--- config.mk ---
export PLATFORM = sky130hd
export DESIGN_NAME = vt52_decoder
export DESIGN_NICKNAME = d
export VERILOG_FILES = /design/src/rtl/vt52_decoder_pkg.sv /design/src/rtl/vt52_fill.sv /design/src/rtl/vt52_decoder.sv
export SDC_FILE = /design/constraint.sdc
export NUM_CORES = 1
export LEC_CHECK = 0
export BUFFER_PORTS_ARGS = -buffer_cell sky130_fd_sc_hd__buf_2
export CAP_MARGIN = 25
export CORE_UTILIZATION = 55
export CTS_BUF_LIST = sky130_fd_sc_hd__clkbuf_16
export CTS_CLUSTER_DIAMETER = 50
export DETAILED_ROUTE_END_ITERATION = 6
export GPL_TIMING_DRIVEN = 0
export PLACE_DENSITY = 0.73
export SLEW_MARGIN = 15
export SYNTH_ARGS = -nofsm -noshare
export SYNTH_HDL_FRONTEND = slang
export SYNTH_HIERARCHICAL = 1
export SYNTH_SLANG_ARGS = --single-unit
--- constraint.sdc ---
create_clock -name clk -period 3.27 [get_ports clk]
set_clock_uncertainty 0.1 [all_clocks]
set_input_delay 0.654 -clock clk [delete_from_list [all_inputs] [get_ports clk]]
set_output_delay 0.654 -clock clk [all_outputs]
set_load 0.005 [all_outputs]
--- src/rtl/vt52_decoder_pkg.sv ---
`default_nettype none
// ----------------------------------------------------------------------------
// vt52_decoder_pkg : shared constants, state encoding and coordinate helper
// Rev 1.0
// ----------------------------------------------------------------------------
package vt52_decoder_pkg;

  localparam int C_COLS_DEF = 80;
  localparam int C_ROWS_DEF = 25;
  localparam int C_TAB_DEF  = 8;

  localparam logic [7:0] c_BS    = 8'h08;
  localparam logic [7:0] c_HT    = 8'h09;
  localparam logic [7:0] c_LF    = 8'h0A;
  localparam logic [7:0] c_CR    = 8'h0D;
  localparam logic [7:0] c_ESC   = 8'h1B;
  localparam logic [7:0] c_SPACE = 8'h20;
  localparam logic [7:0] c_TILDE = 8'h7E;

  localparam logic [7:0] c_CMD_UP    = 8'h41;  // 'A'
  localparam logic [7:0] c_CMD_DOWN  = 8'h42;  // 'B'
  localparam logic [7:0] c_CMD_RIGHT = 8'h43;  // 'C'
  localparam logic [7:0] c_CMD_LEFT  = 8'h44;  // 'D'
  localparam logic [7:0] c_CMD_HOME  = 8'h48;  // 'H'
  localparam logic [7:0] c_CMD_CLR_S = 8'h4A;  // 'J'
  localparam logic [7:0] c_CMD_CLR_L = 8'h4B;  // 'K'
  localparam logic [7:0] c_CMD_ADDR  = 8'h59;  // 'Y'

  typedef enum logic [4:0] {
    ST_IDLE  = 5'b00001,
    ST_ESC   = 5'b00010,
    ST_Y_ROW = 5'b00100,
    ST_Y_COL = 5'b01000,
    ST_FILL  = 5'b10000
  } state_t;

  // Direct-address byte to coordinate: offset by 0x20, floored at 0, capped at lim.
  function automatic logic [7:0] clamp_coord(input logic [7:0] b, input logic [7:0] lim);
    logic [7:0] v;
    if (b < c_SPACE)
      v = 8'd0;
    else if ((b - c_SPACE) > lim)
      v = lim;
    else
      v = b - c_SPACE;
    return v;
  endfunction

endpackage
`default_nettype wire

--- src/rtl/vt52_fill.sv ---
`default_nettype none
// ----------------------------------------------------------------------------
// vt52_fill : row-major blank-fill sequencer, one cell per cycle up to (COLS-1, end row)
// Rev 1.0
// ----------------------------------------------------------------------------
module vt52_fill #(
  parameter int COLS = 80
) (
  input  logic       clk,
  input  logic       rst,
  input  logic       i_start,
  input  logic [6:0] i_start_col,
  input  logic [4:0] i_start_row,
  input  logic [4:0] i_end_row,
  output logic       o_wr,
  output logic [6:0] o_col,
  output logic [4:0] o_row,
  output logic       o_last
);

  localparam logic [6:0] c_LAST_COL = 7'(COLS - 1);

  logic       r_busy;
  logic [6:0] r_col;
  logic [4:0] r_row;
  logic [4:0] r_end_row;
  logic       w_at_eol;

  assign w_at_eol = (r_col == c_LAST_COL);
  assign o_last   = r_busy && w_at_eol && (r_row == r_end_row);
  assign o_wr     = r_busy;
  assign o_col    = r_col;
  assign o_row    = r_row;

  always_ff @(posedge clk) begin
    if (rst) begin
      r_busy    <= 1'b0;
      r_col     <= '0;
      r_row     <= '0;
      r_end_row <= '0;
    end else if (i_start) begin
      r_busy    <= 1'b1;
      r_col     <= i_start_col;
      r_row     <= i_start_row;
      r_end_row <= i_end_row;
    end else if (r_busy) begin
      if (o_last) begin
        r_busy <= 1'b0;
      end else if (w_at_eol) begin
        r_col <= '0;
        r_row <= r_row + 5'd1;
      end else begin
        r_col <= r_col + 7'd1;
      end
    end
  end

endmodule
`default_nettype wire

--- src/rtl/vt52_decoder.sv ---
`default_nettype none
// ----------------------------------------------------------------------------
// vt52_decoder : VT52 byte-stream parser driving a character-cell write port and cursor
// Rev 1.0
// ----------------------------------------------------------------------------
module vt52_decoder
  import vt52_decoder_pkg::*;
#(
  parameter int COLS = C_COLS_DEF,
  parameter int ROWS = C_ROWS_DEF,
  parameter int TAB  = C_TAB_DEF
) (
  input  logic       clk,
  input  logic       reset,
  input  logic [7:0] data,
  input  logic       valid,
  output logic       ready,
  output logic       wr,
  output logic [6:0] wr_col,
  output logic [4:0] wr_row,
  output logic [7:0] wr_char,
  output logic       scroll,
  output logic [6:0] cur_col,
  output logic [4:0] cur_row
);

  localparam logic [6:0] c_LAST_COL = 7'(COLS - 1);
  localparam logic [4:0] c_LAST_ROW = 5'(ROWS - 1);
  localparam logic [7:0] c_TAB_MASK = 8'(TAB - 1);

  state_t     r_state, w_state_n;
  logic [6:0] r_col, w_col_n;
  logic [4:0] r_row, w_row_n;
  logic [4:0] r_y_row, w_y_row_n;
  logic       r_wr, w_wr_n;
  logic [6:0] r_wr_col, w_wr_col_n;
  logic [4:0] r_wr_row, w_wr_row_n;
  logic [7:0] r_wr_char, w_wr_char_n;
  logic       r_scroll, w_scroll_n;
  logic       r_scroll_pend, w_scroll_pend_n;
  logic       r_start_pend, w_start_pend_n;
  logic       r_ready;

  logic       w_xfer;
  logic       w_printable;
  logic [7:0] w_tab_next;
  logic [6:0] w_tab_col;
  logic [4:0] w_byte_row;
  logic [6:0] w_byte_col;

  logic       w_fill_start;
  logic [6:0] w_fill_col0;
  logic [4:0] w_fill_row0;
  logic [4:0] w_fill_row_end;
  logic       w_fill_wr;
  logic [6:0] w_fill_col;
  logic [4:0] w_fill_row;
  logic       w_fill_last;

  assign w_xfer      = valid && r_ready;
  assign w_printable = (data >= c_SPACE) && (data <= c_TILDE);
  assign w_tab_next  = ({1'b0, r_col} | c_TAB_MASK) + 8'd1;
  assign w_tab_col   = (w_tab_next > {1'b0, c_LAST_COL}) ? c_LAST_COL : w_tab_next[6:0];
  assign w_byte_row  = 5'(clamp_coord(data, 8'(ROWS - 1)));
  assign w_byte_col  = 7'(clamp_coord(data, 8'(COLS - 1)));

  always_comb begin
    w_state_n       = r_state;
    w_col_n         = r_col;
    w_row_n         = r_row;
    w_y_row_n       = r_y_row;
    w_wr_n          = 1'b0;
    w_wr_col_n      = r_wr_col;
    w_wr_row_n      = r_wr_row;
    w_wr_char_n     = r_wr_char;
    w_scroll_n      = 1'b0;
    w_scroll_pend_n = 1'b0;
    w_start_pend_n  = 1'b0;
    w_fill_start    = 1'b0;
    w_fill_col0     = r_col;
    w_fill_row0     = r_row;
    w_fill_row_end  = r_row;

    case (r_state)
      ST_IDLE: begin
        if (w_xfer) begin
          if (w_printable) begin
            w_wr_n      = 1'b1;
            w_wr_col_n  = r_col;
            w_wr_row_n  = r_row;
            w_wr_char_n = data;
            if (r_col == c_LAST_COL) begin
              w_col_n = '0;
              // Wrap on the bottom row: scroll must wait a cycle so it never coincides with wr.
              if (r_row == c_LAST_ROW) begin
                w_scroll_pend_n = 1'b1;
                w_state_n       = ST_FILL;
              end else begin
                w_row_n = r_row + 5'd1;
              end
            end else begin
              w_col_n = r_col + 7'd1;
            end
          end else begin
            case (data)
              c_CR:  w_col_n = '0;
              c_LF: begin
                if (r_row == c_LAST_ROW) begin
                  w_scroll_n     = 1'b1;
                  w_start_pend_n = 1'b1;
                  w_state_n      = ST_FILL;
                end else begin
                  w_row_n = r_row + 5'd1;
                end
              end
              c_BS:  if (r_col != '0) w_col_n = r_col - 7'd1;
              c_HT:  w_col_n = w_tab_col;
              c_ESC: w_state_n = ST_ESC;
              default: ;
            endcase
          end
        end
      end

      ST_ESC: begin
        if (w_xfer) begin
          w_state_n = ST_IDLE;
          case (data)
            c_CMD_UP:    if (r_row != '0) w_row_n = r_row - 5'd1;
            c_CMD_DOWN:  if (r_row != c_LAST_ROW) w_row_n = r_row + 5'd1;
            c_CMD_RIGHT: if (r_col != c_LAST_COL) w_col_n = r_col + 7'd1;
            c_CMD_LEFT:  if (r_col != '0) w_col_n = r_col - 7'd1;
            c_CMD_HOME: begin
              w_col_n = '0;
              w_row_n = '0;
            end
            c_CMD_CLR_S: begin
              w_fill_start   = 1'b1;
              w_fill_row_end = c_LAST_ROW;
              w_state_n      = ST_FILL;
            end
            c_CMD_CLR_L: begin
              w_fill_start = 1'b1;
              w_state_n    = ST_FILL;
            end
            c_CMD_ADDR: w_state_n = ST_Y_ROW;
            c_ESC:      w_state_n = ST_ESC;
            default: ;
          endcase
        end
      end

      ST_Y_ROW: begin
        if (w_xfer) begin
          w_y_row_n = w_byte_row;
          w_state_n = ST_Y_COL;
        end
      end

      ST_Y_COL: begin
        if (w_xfer) begin
          w_col_n   = w_byte_col;
          w_row_n   = r_y_row;
          w_state_n = ST_IDLE;
        end
      end

      ST_FILL: begin
        if (r_scroll_pend) begin
          w_scroll_n     = 1'b1;
          w_start_pend_n = 1'b1;
        end else if (r_start_pend) begin
          w_fill_start   = 1'b1;
          w_fill_col0    = '0;
          w_fill_row0    = c_LAST_ROW;
          w_fill_row_end = c_LAST_ROW;
        end else if (w_fill_last) begin
          w_state_n = ST_IDLE;
        end
      end

      default: w_state_n = ST_IDLE;
    endcase
  end

  always_ff @(posedge clk) begin
    if (reset) begin
      r_state       <= ST_IDLE;
      r_col         <= '0;
      r_row         <= '0;
      r_y_row       <= '0;
      r_wr          <= 1'b0;
      r_wr_col      <= '0;
      r_wr_row      <= '0;
      r_wr_char     <= '0;
      r_scroll      <= 1'b0;
      r_scroll_pend <= 1'b0;
      r_start_pend  <= 1'b0;
      r_ready       <= 1'b0;
    end else begin
      r_state       <= w_state_n;
      r_col         <= w_col_n;
      r_row         <= w_row_n;
      r_y_row       <= w_y_row_n;
      r_wr          <= w_wr_n;
      r_wr_col      <= w_wr_col_n;
      r_wr_row      <= w_wr_row_n;
      r_wr_char     <= w_wr_char_n;
      r_scroll      <= w_scroll_n;
      r_scroll_pend <= w_scroll_pend_n;
      r_start_pend  <= w_start_pend_n;
      r_ready       <= (w_state_n != ST_FILL);
    end
  end

  vt52_fill #(
    .COLS(COLS)
  ) u_fill (
    .clk         (clk),
    .rst         (reset),
    .i_start     (w_fill_start),
    .i_start_col (w_fill_col0),
    .i_start_row (w_fill_row0),
    .i_end_row   (w_fill_row_end),
    .o_wr        (w_fill_wr),
    .o_col       (w_fill_col),
    .o_row       (w_fill_row),
    .o_last      (w_fill_last)
  );

  // Character writes and fill writes are never active in the same cycle.
  assign wr      = r_wr | w_fill_wr;
  assign wr_col  = w_fill_wr ? w_fill_col : r_wr_col;
  assign wr_row  = w_fill_wr ? w_fill_row : r_wr_row;
  assign wr_char = w_fill_wr ? c_SPACE : r_wr_char;
  assign scroll  = r_scroll;
  assign ready   = r_ready;
  assign cur_col = r_col;
  assign cur_row = r_row;

endmodule
`default_nettype wire

==> flow_metrics.tcl <==
set metrics [dict create \
    startpoint_type "flop" \
    rsz0062_at_grt "no" \
    synthAdderAreaFrac 0.0318 \
    holdWs_ns 0.357 \
    wire_per_inst_um 18.9 \
    die_w_um 94.7 \
    grt_pass1_wl_um 22600 \
    yosysWarnings 6 \
    endpoint_kind "flop" \
    insertion_delay_ns 0.32 \
    dp_cells 762 \
    clock.fmax_mhz 331 \
    crit_required_ns 3.41 \
    core_um2 8260 \
    r2r-end "u_fill/o_col[3]$_SDFFE_PP0P_" \
    seq_area_frac_synth 0.271 \
    grt_overflow 0 \
    synth_edf_count 0 \
    fin_cells 778 \
    max-clock-path-buffers 2 \
    track_usage 0.331 \
    clkTransAtPathRegs_ns 0.06 \
    firstDrtPassIters 7 \
    cp_max_fo 10 \
    synth_cell_types 77 \
    crit_end "u_fill/o_col[3]$_SDFFE_PP0P_" \
    startpoint "r_state[1]$_SDFF_PP0_" \
    drv_cap 0 \
    period_share 0.925 \
    holdBufCountCts 0 \
    cts-root-buf "clkbuf_16" \
    hold_viol_final 0 \
    port_buffers 42 \
    worstMarginPinSlew_ns 1.01 \
    grt_max_degree 13 \
    vias_per_cell 6.32 \
    cts_resized 0 \
    die_y_um 94.7 \
    ys_ff_latch 64 \
    fin_setup_tns_ns 0 \
    row_count 33 \
    p_per_area_nw_per_um2 365 \
    final_area_um2 5340 \
    htreeDepth 3 \
    relSlewSlack 0.319 \
    drive_gt1_frac 0.165 \
    finalCriticalPeriod_ns 3.02 \
    synth_compound_area_frac 0.209 \
    cpMaxStageDelayCell "buf_1" \
    cts_sinks 64 \
    peakVddDrop_mv 0.269 \
    finalWirelength_um 14700 \
    synthCells 615 \
    crit_top_cell "nand2_1" \
    start_util 0.572 \
    areaGrowthSynthToFinish_pct 13.0 \
    postSynthAreaPerCell_um2 7.68 \
    crit_arrival_ns 3.17 \
    hold_class "reg -> reg" \
    synth_top_family_by_area "simple AND/OR/NAND/NOR gates" \
    fill_cells 724 \
    p_leak_nw 2.10 \
    criticalPathCategory "reg -> reg" \
    route.detailed.drc 0 \
    synthesis.area_um2 4720 \
    die_area_um2 8960 \
    dpl_cell_area_um2 5060 \
    synthMuxAreaShare 0.0609 \
    ys.flop_type "dfxtp_1" \
    antenna_found_initial 0 \
    r2r_start "r_state[1]$_SDFF_PP0_" \
    nets 691 \
    cts_buffers 9 \
    finalSetupViolations 0 \
    postRouteAntennaNets 0 \
    drv_slew 0 \
    status "finished, final reports clean" \
    cp_slowest_stage_delay_ns 0.54 \
    grt_pass1_vias 4405 \
    cts_tree "built" \
    power_mw 1.95 \
    vias 4919 \
    rrSetupSlack_ns 0.25 \
    place.gp.congestion 0.958 \
    syn_nets 638 \
    cp_cell_sequence "nor3b_1, and2_1, buf_2, nand4_1, nand2_1, buf_1, nand2_1, nand2_1, o2bb2ai_1, nor3_1" \
    reg2regPathDepth 10 \
    synth-simple-area-share 0.323 \
    hpwl_um 11100 \
    cts_setup_buffers 0 \
    first_iter_violations 422 \
    ioPinCount 46 \
    ys_async_sr_fraction 0 \
    antenna_cells 0 \
    synthXorXnorAreaFrac 0.0464 \
]
==> cell usage after synthesis (4+ instances only) <==
cell type  count  share of area
nand2_1       70          0.056
a21oi_1       42          0.045
or4_1          4         0.0064
nor2b_1       13          0.017
and2_1        21          0.028
nand3_1       23          0.024
nor2_1        54          0.043
xor2_1        11          0.020
clkbuf_1      24          0.019
nand4b_1       4         0.0074
o21a_1         4         0.0064
mux2i_1       13          0.028
dfxtp_1       64           0.27
nor3_1        21          0.022
nand3b_1       4         0.0064
o211ai_1       5         0.0079
buf_2         12          0.013
mux2_2        14          0.033
nand4_1        9          0.012
nor3b_1        4         0.0064
buf_4          5         0.0079
inv_1         16          0.013
xnor2_1       14          0.026
a211oi_1      11          0.017
ha_1          12          0.032
nor4_1        11          0.015
o21ai_0       19          0.020
a31oi_1        8          0.011
nand2b_1      12          0.016
and3_1         7         0.0093
o22ai_1        4         0.0053
a22oi_1        6         0.0095
==> logic make-up (layout without fill, tap and decap cells) <==
family	after synthesis	in the layout
simple gates	282	282
mux	27	27
xor+xnor	25	25
compound gates	144	144
fa+ha+maj	12	12
flops	64	64
buf+inv	61	119
==> routing by layer <==
layer,global-route usage,wire [µm]
met1,0.433,6350
met2,0.541,6770
met3,0.0443,1120
met4,0.146,477
met5,0,0
==> final cells by class <==
class | instances | area, µm² | share of cell area
Clock inverter | 7 | 47.5 | 0.00891
Inverter | 17 | 63.8 | 0.0120
Sequential cell | 64 | 1280 | 0.240
Clock buffer | 9 | 225 | 0.0422
Multi-Input combinational cell | 490 | 3170 | 0.594
Tap cell | 105 | 131 | 0.0246
Timing Repair Buffer | 42 | 210 | 0.0394
Buffer | 44 | 206 | 0.0387
==> state kept, by name, indices dropped and copies added, names as in the netlist, 5 cells and up <==
name / cells
u_fill/r_end_row: 5
r_state: 5
u_fill/o_row: 5
r_wr_row: 5
cur_col: 7
cur_row: 5
r_wr_char: 8
r_y_row: 5
u_fill/o_col: 7
r_wr_col: 7
==> metrics by stage <==
step / util / setup WS [ns]
after global routing: 0.646 / 0.0977
after floorplan: - / 0.751
final: 0.646 / 0.246
after CTS: 0.646 / 0.335
after global placement: 0.613 / 0.216
after detailed placement: 0.613 / 0.162
==> worst min-delay path by stage <==
| stage | from | endpoint | slack [ns] | cells past startpoint |
|---|---|---|---|---|
| 5_1_grt | r_wr_char[3]$_SDFFE_PP0P_ | r_wr_char[3]$_SDFFE_PP0P_ | 0.38 | 2 |
| 4_1_cts | r_wr_char[3]$_SDFFE_PP0P_ | r_wr_char[3]$_SDFFE_PP0P_ | 0.35 | 2 |
| 3_5_place_dp | r_wr_char[3]$_SDFFE_PP0P_ | r_wr_char[3]$_SDFFE_PP0P_ | 0.35 | 2 |
| 3_3_place_gp | r_wr_char[6]$_SDFFE_PP0P_ | r_wr_char[6]$_SDFFE_PP0P_ | 0.34 | 2 |
| 6_report | r_wr_char[3]$_SDFFE_PP0P_ | r_wr_char[3]$_SDFFE_PP0P_ | 0.36 | 2 |
| 2_1_floorplan | r_wr_char[5]$_SDFFE_PP0P_ | r_wr_char[5]$_SDFFE_PP0P_ | 0.33 | 2 |
==> cells in the final DEF, fill, tap and decap left out, types with 16 or more instances in the layout <==
cell and n:
o21ai_0 19, and2_1 21, dfxtp_1 64, clkbuf_1 24, nand3_1 23, inv_1 16, nand2_1 70, nor3_1 21
a21oi_1 42, buf_2 54, nor2_1 54
==> critical path, delay by kind of cell (launching register included) <==
family          cells  cell delay (ns)
flops               1             0.38
compound gates      1             0.06
simple gates        7             1.63
buf+inv             2             0.77
==> power breakdown <==
group | internal [mW] | leakage (nW) | switching (mW)
Sequential | 0.792 | 0.517 | 0.0148
Clock | 0.512 | 0.132 | 0.353
Combinational | 0.0984 | 1.46 | 0.181
Total | 1.40 | 2.10 | 0.549
Note: power is estimated with default switching activity, not from simulation.
